## src/rtl/mem_arb_pkg.sv

```systemverilog
// Shared types and constants for the unified-memory arbiter.
// Owner ids double as the round-robin "last granted" marker.
package mem_arb_pkg;

    typedef enum logic {
        IDLE = 1'b0,
        BUSY = 1'b1
    } state_t;

    typedef enum logic {
        PORT_CORE = 1'b0,
        PORT_DBG  = 1'b1
    } port_t;

    localparam int DEFAULT_TIMEOUT = 16;

endpackage

```

## src/rtl/arb_timeout_cnt.sv

```systemverilog
// Counts BUSY cycles without a memory ack; flags the TIMEOUT-th such cycle.
// Cleared when a new transaction is granted.
module arb_timeout_cnt
    import mem_arb_pkg::*;
#(
    parameter int TIMEOUT = DEFAULT_TIMEOUT
) (
    input  logic clk,
    input  logic rstn,
    input  logic clr,
    input  logic en,
    output logic expire
);

    localparam int CNT_W = $clog2(TIMEOUT + 1);

    logic [CNT_W-1:0] cnt;

    // cnt holds the number of stalled cycles already seen, so the current
    // stalled cycle is the TIMEOUT-th one when cnt reaches TIMEOUT-1.
    assign expire = en && (cnt == CNT_W'(TIMEOUT - 1));

    // NOTE: state registers use non-blocking assignments so every flop samples
    // pre-edge values, independent of process evaluation order.
    always_ff @(posedge clk or negedge rstn) begin
        if (!rstn) begin
            cnt <= '0;
        end else if (clr) begin
            cnt <= '0;
        end else if (en) begin
            cnt <= cnt + CNT_W'(1);
        end
    end

endmodule

```

## src/rtl/mem_arbiter.sv

```systemverilog
// Round-robin arbiter/sequencer sharing one variable-latency memory port
// between the core and the debug loader, with a per-transaction timeout.
module mem_arbiter
    import mem_arb_pkg::*;
#(
    parameter int ADDR_W  = 32,
    parameter int DATA_W  = 32,
    parameter int TIMEOUT = DEFAULT_TIMEOUT
) (
    input  logic              clk,
    input  logic              rstn,

    input  logic              c_req,
    input  logic              c_we,
    input  logic [ADDR_W-1:0] c_addr,
    input  logic [DATA_W-1:0] c_wdata,
    output logic              c_gnt,
    output logic              c_rvalid,
    output logic [DATA_W-1:0] c_rdata,
    output logic              c_err,

    input  logic              d_req,
    input  logic              d_we,
    input  logic [ADDR_W-1:0] d_addr,
    input  logic [DATA_W-1:0] d_wdata,
    output logic              d_gnt,
    output logic              d_rvalid,
    output logic [DATA_W-1:0] d_rdata,
    output logic              d_err,

    output logic              m_req,
    output logic              m_we,
    output logic [ADDR_W-1:0] m_addr,
    output logic [DATA_W-1:0] m_wdata,
    input  logic              m_ack,
    input  logic [DATA_W-1:0] m_rdata,

    output logic              busy
);

    state_t              state_q, state_d;
    port_t               owner_q, last_gnt_q;
    logic                we_q;
    logic [ADDR_W-1:0]   addr_q;
    logic [DATA_W-1:0]   wdata_q;

    logic                in_busy;
    logic                expire;
    logic                done;
    logic                grant;
    logic [DATA_W-1:0]   rd_val;

    assign in_busy = (state_q == BUSY);
    // An ack in the expiry cycle wins, since expire is only raised without ack.
    assign done    = in_busy && (m_ack || expire);
    assign grant   = c_gnt || d_gnt;
    assign rd_val  = (m_ack && !we_q) ? m_rdata : '0;

    arb_timeout_cnt #(
        .TIMEOUT (TIMEOUT)
    ) u_timeout (
        .clk    (clk),
        .rstn   (rstn),
        .clr    (grant),
        .en     (in_busy && !m_ack),
        .expire (expire)
    );

    // NOTE: every output of a combinational block gets a default first;
    // a path that leaves one unassigned would infer a latch.
    always_comb begin
        state_d = state_q;
        c_gnt   = 1'b0;
        d_gnt   = 1'b0;
        unique case (state_q)
            IDLE: begin
                if (c_req && (!d_req || last_gnt_q == PORT_DBG)) begin
                    c_gnt = 1'b1;
                end else if (d_req) begin
                    d_gnt = 1'b1;
                end
                if (c_gnt || d_gnt) begin
                    state_d = BUSY;
                end
            end
            BUSY: begin
                if (done) begin
                    state_d = IDLE;
                end
            end
            default: state_d = IDLE;
        endcase
    end

    always_ff @(posedge clk or negedge rstn) begin
        if (!rstn) begin
            state_q    <= IDLE;
            owner_q    <= PORT_CORE;
            last_gnt_q <= PORT_DBG;
            we_q       <= 1'b0;
            addr_q     <= '0;
            wdata_q    <= '0;
        end else begin
            state_q <= state_d;
            if (grant) begin
                owner_q    <= c_gnt ? PORT_CORE : PORT_DBG;
                last_gnt_q <= c_gnt ? PORT_CORE : PORT_DBG;
                we_q       <= c_gnt ? c_we    : d_we;
                addr_q     <= c_gnt ? c_addr  : d_addr;
                wdata_q    <= c_gnt ? c_wdata : d_wdata;
            end
        end
    end

    // rdata/err only update with a completion to the same port, else hold.
    always_ff @(posedge clk or negedge rstn) begin
        if (!rstn) begin
            c_rvalid <= 1'b0;
            c_rdata  <= '0;
            c_err    <= 1'b0;
            d_rvalid <= 1'b0;
            d_rdata  <= '0;
            d_err    <= 1'b0;
        end else begin
            c_rvalid <= done && (owner_q == PORT_CORE);
            d_rvalid <= done && (owner_q == PORT_DBG);
            if (done && owner_q == PORT_CORE) begin
                c_rdata <= rd_val;
                c_err   <= !m_ack;
            end
            if (done && owner_q == PORT_DBG) begin
                d_rdata <= rd_val;
                d_err   <= !m_ack;
            end
        end
    end

    // Memory-side outputs derive from the state register, so an async reset
    // drops m_req immediately.
    assign busy    = in_busy;
    assign m_req   = in_busy;
    assign m_we    = in_busy && we_q;
    assign m_addr  = in_busy ? addr_q  : '0;
    assign m_wdata = in_busy ? wdata_q : '0;

endmodule

```

## config.mk

```make
export PLATFORM = sky130hd
export DESIGN_NAME = mem_arbiter
export DESIGN_NICKNAME = d
export VERILOG_FILES = /design/src/rtl/mem_arb_pkg.sv /design/src/rtl/arb_timeout_cnt.sv /design/src/rtl/mem_arbiter.sv
export SDC_FILE = /design/constraint.sdc
export NUM_CORES = 1
export LEC_CHECK = 0
export ABC_CLOCK_PERIOD_IN_PS = 2600
export BUFFER_PORTS_ARGS = -buffer_cell sky130_fd_sc_hd__buf_2
export CAP_MARGIN = 20
export CORE_MARGIN = 10
export CORE_UTILIZATION = 45
export DETAILED_ROUTE_END_ITERATION = 8
export GPL_TIMING_DRIVEN = 0
export PLACE_DENSITY = 0.77
export SLEW_MARGIN = 40
export SYNTH_ARGS = -nofsm -noshare
export SYNTH_HDL_FRONTEND = slang
export SYNTH_SLANG_ARGS = --single-unit
```

## constraint.sdc

```tcl
create_clock -name clk -period 2.6 [get_ports clk]
set_input_delay 0.52 -clock clk [delete_from_list [all_inputs] [get_ports clk]]
set_output_delay 0.52 -clock clk [all_outputs]
set_load 0.01 [all_outputs]
```

==> metrics.txt <==
# TYPE chip_impl_metric gauge
chip_impl_info{name="worst_setup_path_end_kind",value="output pin"} 1
chip_impl_info{name="synth_top_family_by_area",value="compound AO/OA/AOI/OAI gates"} 1
chip_impl_metric{name="detailedRoute.firstIterationViolations",unit=""} 328
chip_impl_metric{name="tightest_slew",unit="ps"} 625.9
chip_impl_info{name="min_delay_worst_type",value="primary input to async pin"} 1
chip_impl_metric{name="grtUsageTotal",unit="%"} 22.46
chip_impl_metric{name="num_rows",unit=""} 45
chip_impl_metric{name="finalWirelength",unit="mm"} 23.91
chip_impl_metric{name="post_drt_wl_per_cell",unit="µm"} 20.11
chip_impl_metric{name="timing.hold.ws",unit="ps"} 8.342
chip_impl_metric{name="r2r_setup_slack",unit="ps"} 600
chip_impl_metric{name="dp_hpwl",unit="mm"} 18.36
chip_impl_info{name="run_status",value="finished clean"} 1
chip_impl_info{name="layout_commonest_cell",value="buf_2"} 1
chip_impl_metric{name="critical_path_at",unit="ps"} 1960
chip_impl_metric{name="synthesis.nets",unit=""} 834
chip_impl_metric{name="synth-simple-area-share",unit="%"} 13.75
chip_impl_metric{name="cts.reportedPaths.clkPinSlew",unit="ps"} 60
chip_impl_metric{name="synthToLayoutAreaGrowth",unit="%"} 34.75
chip_impl_metric{name="synth_mux_area_share",unit="%"} 12.11
chip_impl_info{name="tritoncts",value="built"} 1
chip_impl_metric{name="synth.distinct_cells",unit=""} 37
chip_impl_metric{name="power.density",unit="mW/mm²"} 1081
chip_impl_metric{name="grt_first_pass_wirelength",unit="mm"} 36.20
chip_impl_metric{name="initial_utilization",unit="%"} 45.77
chip_impl_metric{name="diodes",unit=""} 0
chip_impl_metric{name="tns",unit="ps"} 0
chip_impl_metric{name="max-vdd-ir-drop",unit="mV"} 0.4957
chip_impl_metric{name="synth-compound-area-share",unit="%"} 17.13
chip_impl_metric{name="timing.critical_path.required",unit="ps"} 2080
chip_impl_info{name="worst_setup_path_start_kind",value="flip-flop"} 1
chip_impl_metric{name="detail_route.first_pass.iterations",unit=""} 5
chip_impl_metric{name="cts_max_level",unit=""} 4
chip_impl_metric{name="post_cts_resized",unit=""} 0
chip_impl_metric{name="maximum_fanout_along_the_worst_path",unit=""} 10
chip_impl_info{name="crit_type",value="flip-flop to output pin"} 1
chip_impl_metric{name="chipWidth",unit="µm"} 144.1
chip_impl_info{name="commonest_cells_after_routing_fill_and_taps_aside",value="buf_2 (326), dfrtp_1 (140), and2_1 (97), a21oi_1 (69), o21ai_0 (65)"} 1
chip_impl_metric{name="clock-skew-final",unit="ps"} 9.939
chip_impl_metric{name="report.final.setup_viol",unit=""} 0
chip_impl_metric{name="grt_antenna_before_repair",unit=""} 3
chip_impl_metric{name="p_leak",unit="µW"} 0.004745
chip_impl_metric{name="syn_area",unit="mm²"} 0.006932
chip_impl_metric{name="boundaryPins",unit=""} 304
chip_impl_metric{name="worst_reg_to_reg_path_cell_count",unit=""} 7
chip_impl_metric{name="synthesis.instances",unit=""} 665
chip_impl_metric{name="routed_via_density",unit=""} 5.375
chip_impl_metric{name="layout_min_cycle_time",unit="ps"} 2482
chip_impl_metric{name="nets",unit=""} 1157
chip_impl_metric{name="ys_seq_area_share",unit="%"} 50.92
chip_impl_info{name="reg2reg_start",value="u_timeout.cnt[0]$_DFFE_PN0P_"} 1
chip_impl_metric{name="timing.final.crit_share",unit="%"} 95.46
chip_impl_metric{name="synth-warning-count",unit=""} 0
chip_impl_metric{name="nFillCells",unit=""} 1335
chip_impl_metric{name="first_global_vias",unit=""} 6563
chip_impl_metric{name="timing.max_slew.rel_slack",unit="%"} 58.27
chip_impl_metric{name="drv_slew",unit=""} 0
chip_impl_metric{name="cts.sink_count",unit=""} 141
chip_impl_metric{name="replace_congestion",unit=""} 0.9344
chip_impl_metric{name="numPortBuffers",unit=""} 302
chip_impl_metric{name="post_cts_buffers",unit=""} 0
chip_impl_info{name="capturing_point_of_the_worst_reg2reg_path",value="d_rdata[12]$_DFFE_PN0P_"} 1
chip_impl_metric{name="drive_above_1_share",unit="%"} 43.86
chip_impl_metric{name="core_area",unit="mm²"} 0.01515
chip_impl_metric{name="insertion_delay",unit="ps"} 420
chip_impl_metric{name="max-clock-path-buffers",unit=""} 2
chip_impl_metric{name="grt_start_max_net_pins",unit=""} 53
chip_impl_metric{name="cap_violations",unit=""} 0
chip_impl_metric{name="die_height",unit="µm"} 144.1
chip_impl_metric{name="fp.dieArea",unit="mm²"} 0.02077
chip_impl_metric{name="global_route.overflow_total",unit=""} 0
chip_impl_metric{name="maxClockFrequency",unit="GHz"} 0.4029
chip_impl_info{name="rsz_0062_raised_after_global_routing",value="no"} 1
chip_impl_metric{name="synth.avg_cell_area",unit="µm²"} 10.42
chip_impl_metric{name="route.vias.total",unit=""} 6391
chip_impl_metric{name="final_hold_viol_count",unit=""} 0
chip_impl_metric{name="yosys_register_bits",unit=""} 141
chip_impl_metric{name="drc_errors",unit=""} 0
chip_impl_metric{name="postCtsHoldBufs",unit=""} 0
chip_impl_metric{name="synth_adder_area_share",unit="%"} 0.3610
chip_impl_metric{name="synth-xor-area-share",unit="%"} 0.1264
chip_impl_metric{name="cts_made_buffers",unit=""} 17
chip_impl_metric{name="antenna_nets_post_route",unit=""} 0
chip_impl_info{name="root_buffer",value="clkbuf_16"} 1
final cells by class:
cell class | instances | area [µm²] | share of cell area [%]
plain buffers | 63 | 369.1 | 3.952
clock buffers | 18 | 439.2 | 4.702
clock inverters | 14 | 157.7 | 1.688
inverters | 5 | 18.77 | 0.2009
multi-input cells | 456 | 3014 | 32.27
flip-flops and latches | 141 | 3530 | 37.79
well taps | 188 | 235.2 | 2.518
repair buffers | 304 | 1577 | 16.88
kinds of logic after synthesis:
kind of cell / after synthesis
mux: 65
simple gates: 177
fa+ha+maj: 2
buf+inv: 68
xor+xnor: 1
compound gates: 211
flops: 141
worst max-delay path: stages, from the launching register on:
cell      delay [ps]
dfstp_2          550
nand2b_1         150
buf_2            270
buf_2            280
a21oi_1          100
buf_2            180
layer usage:
layer | vias to the layer above | share of wire [%] | global-route usage, %
met3 | 51 | 10 | 8.757
li1 | 2970 | - | -
met4 | 6 | 2.7 | 8.275
met1 | 3036 | 39 | 26.38
met5 | - | 0.19 | 0
met2 | 328 | 48 | 36.46
worst max-delay path by stage:
stage,start,cells past startpoint,endpoint
2_1_floorplan,u_timeout.cnt[0]$_DFFE_PN0P_,7,c_rdata[10]$_DFFE_PN0P_
3_3_place_gp,rstn,1,addr_q[22]$_DFFE_PN0N_
3_5_place_dp,c_req,5,d_gnt
4_1_cts,last_gnt_q$_DFFE_PN1N_,5,d_gnt
5_1_grt,last_gnt_q$_DFFE_PN1N_,5,d_gnt
6_report,last_gnt_q$_DFFE_PN1N_,5,d_gnt
registers in the layout, summed over array words and instances (netlist names):
signal,count
addr_q,32
busy,1
c_err,1
c_rdata,32
c_rvalid,1
d_err,1
d_rdata,32
d_rvalid,1
last_gnt_q,1
owner_q,1
u_timeout.cnt,5
wdata_q,32
we_q,1
cells in the mapped netlist (all sizes together):
cell	count	area, µm²
and3	1	6.260
nor2b	3	28.78
nor2	47	176.4
o21ba	1	10.01
o21ai	68	340.3
o31ai	20	150.1
mux2	64	829.5
nand3	4	20.02
dfrtp	140	3503
o21a	1	7.510
nand2b	3	18.77
ha	2	25.02
nor3	1	10.01
buf	38	275.3
nand3b	1	7.510
and2b	1	7.510
o21bai	1	11.26
a22oi	1	7.510
xor2	1	8.760
clkbuf	25	93.84
a21oi	69	345.3
inv	5	18.76
and2	97	606.8
a31oi	48	300.3
dfstp	1	26.28
mux2i	1	10.01
o211ai	2	15.01
nand2	19	71.32
where the power goes:
part | switching [µW] | internal, µW
clock network | 1000 | 1460
registers | 492 | 3130
logic | 2140 | 1880
stage by stage:
stage | power (µW) | util, % | instances | setup slack (ps) | area [µm²]
2_1_floorplan | 5963 | - | 665 | 743.8 | 6932
3_3_place_gp | 7578 | 57.30 | 1155 | -1028 | 8678
3_5_place_dp | 7696 | 57.73 | 1157 | 451.7 | 8743
4_1_cts | 10190 | 61.67 | 1189 | 103.1 | 9340
5_1_grt | 10740 | 61.67 | 1189 | 35.72 | 9340
6_report | 10100 | 61.67 | 1189 | 118.1 | 9340
Power figures use the tool's default switching activity.
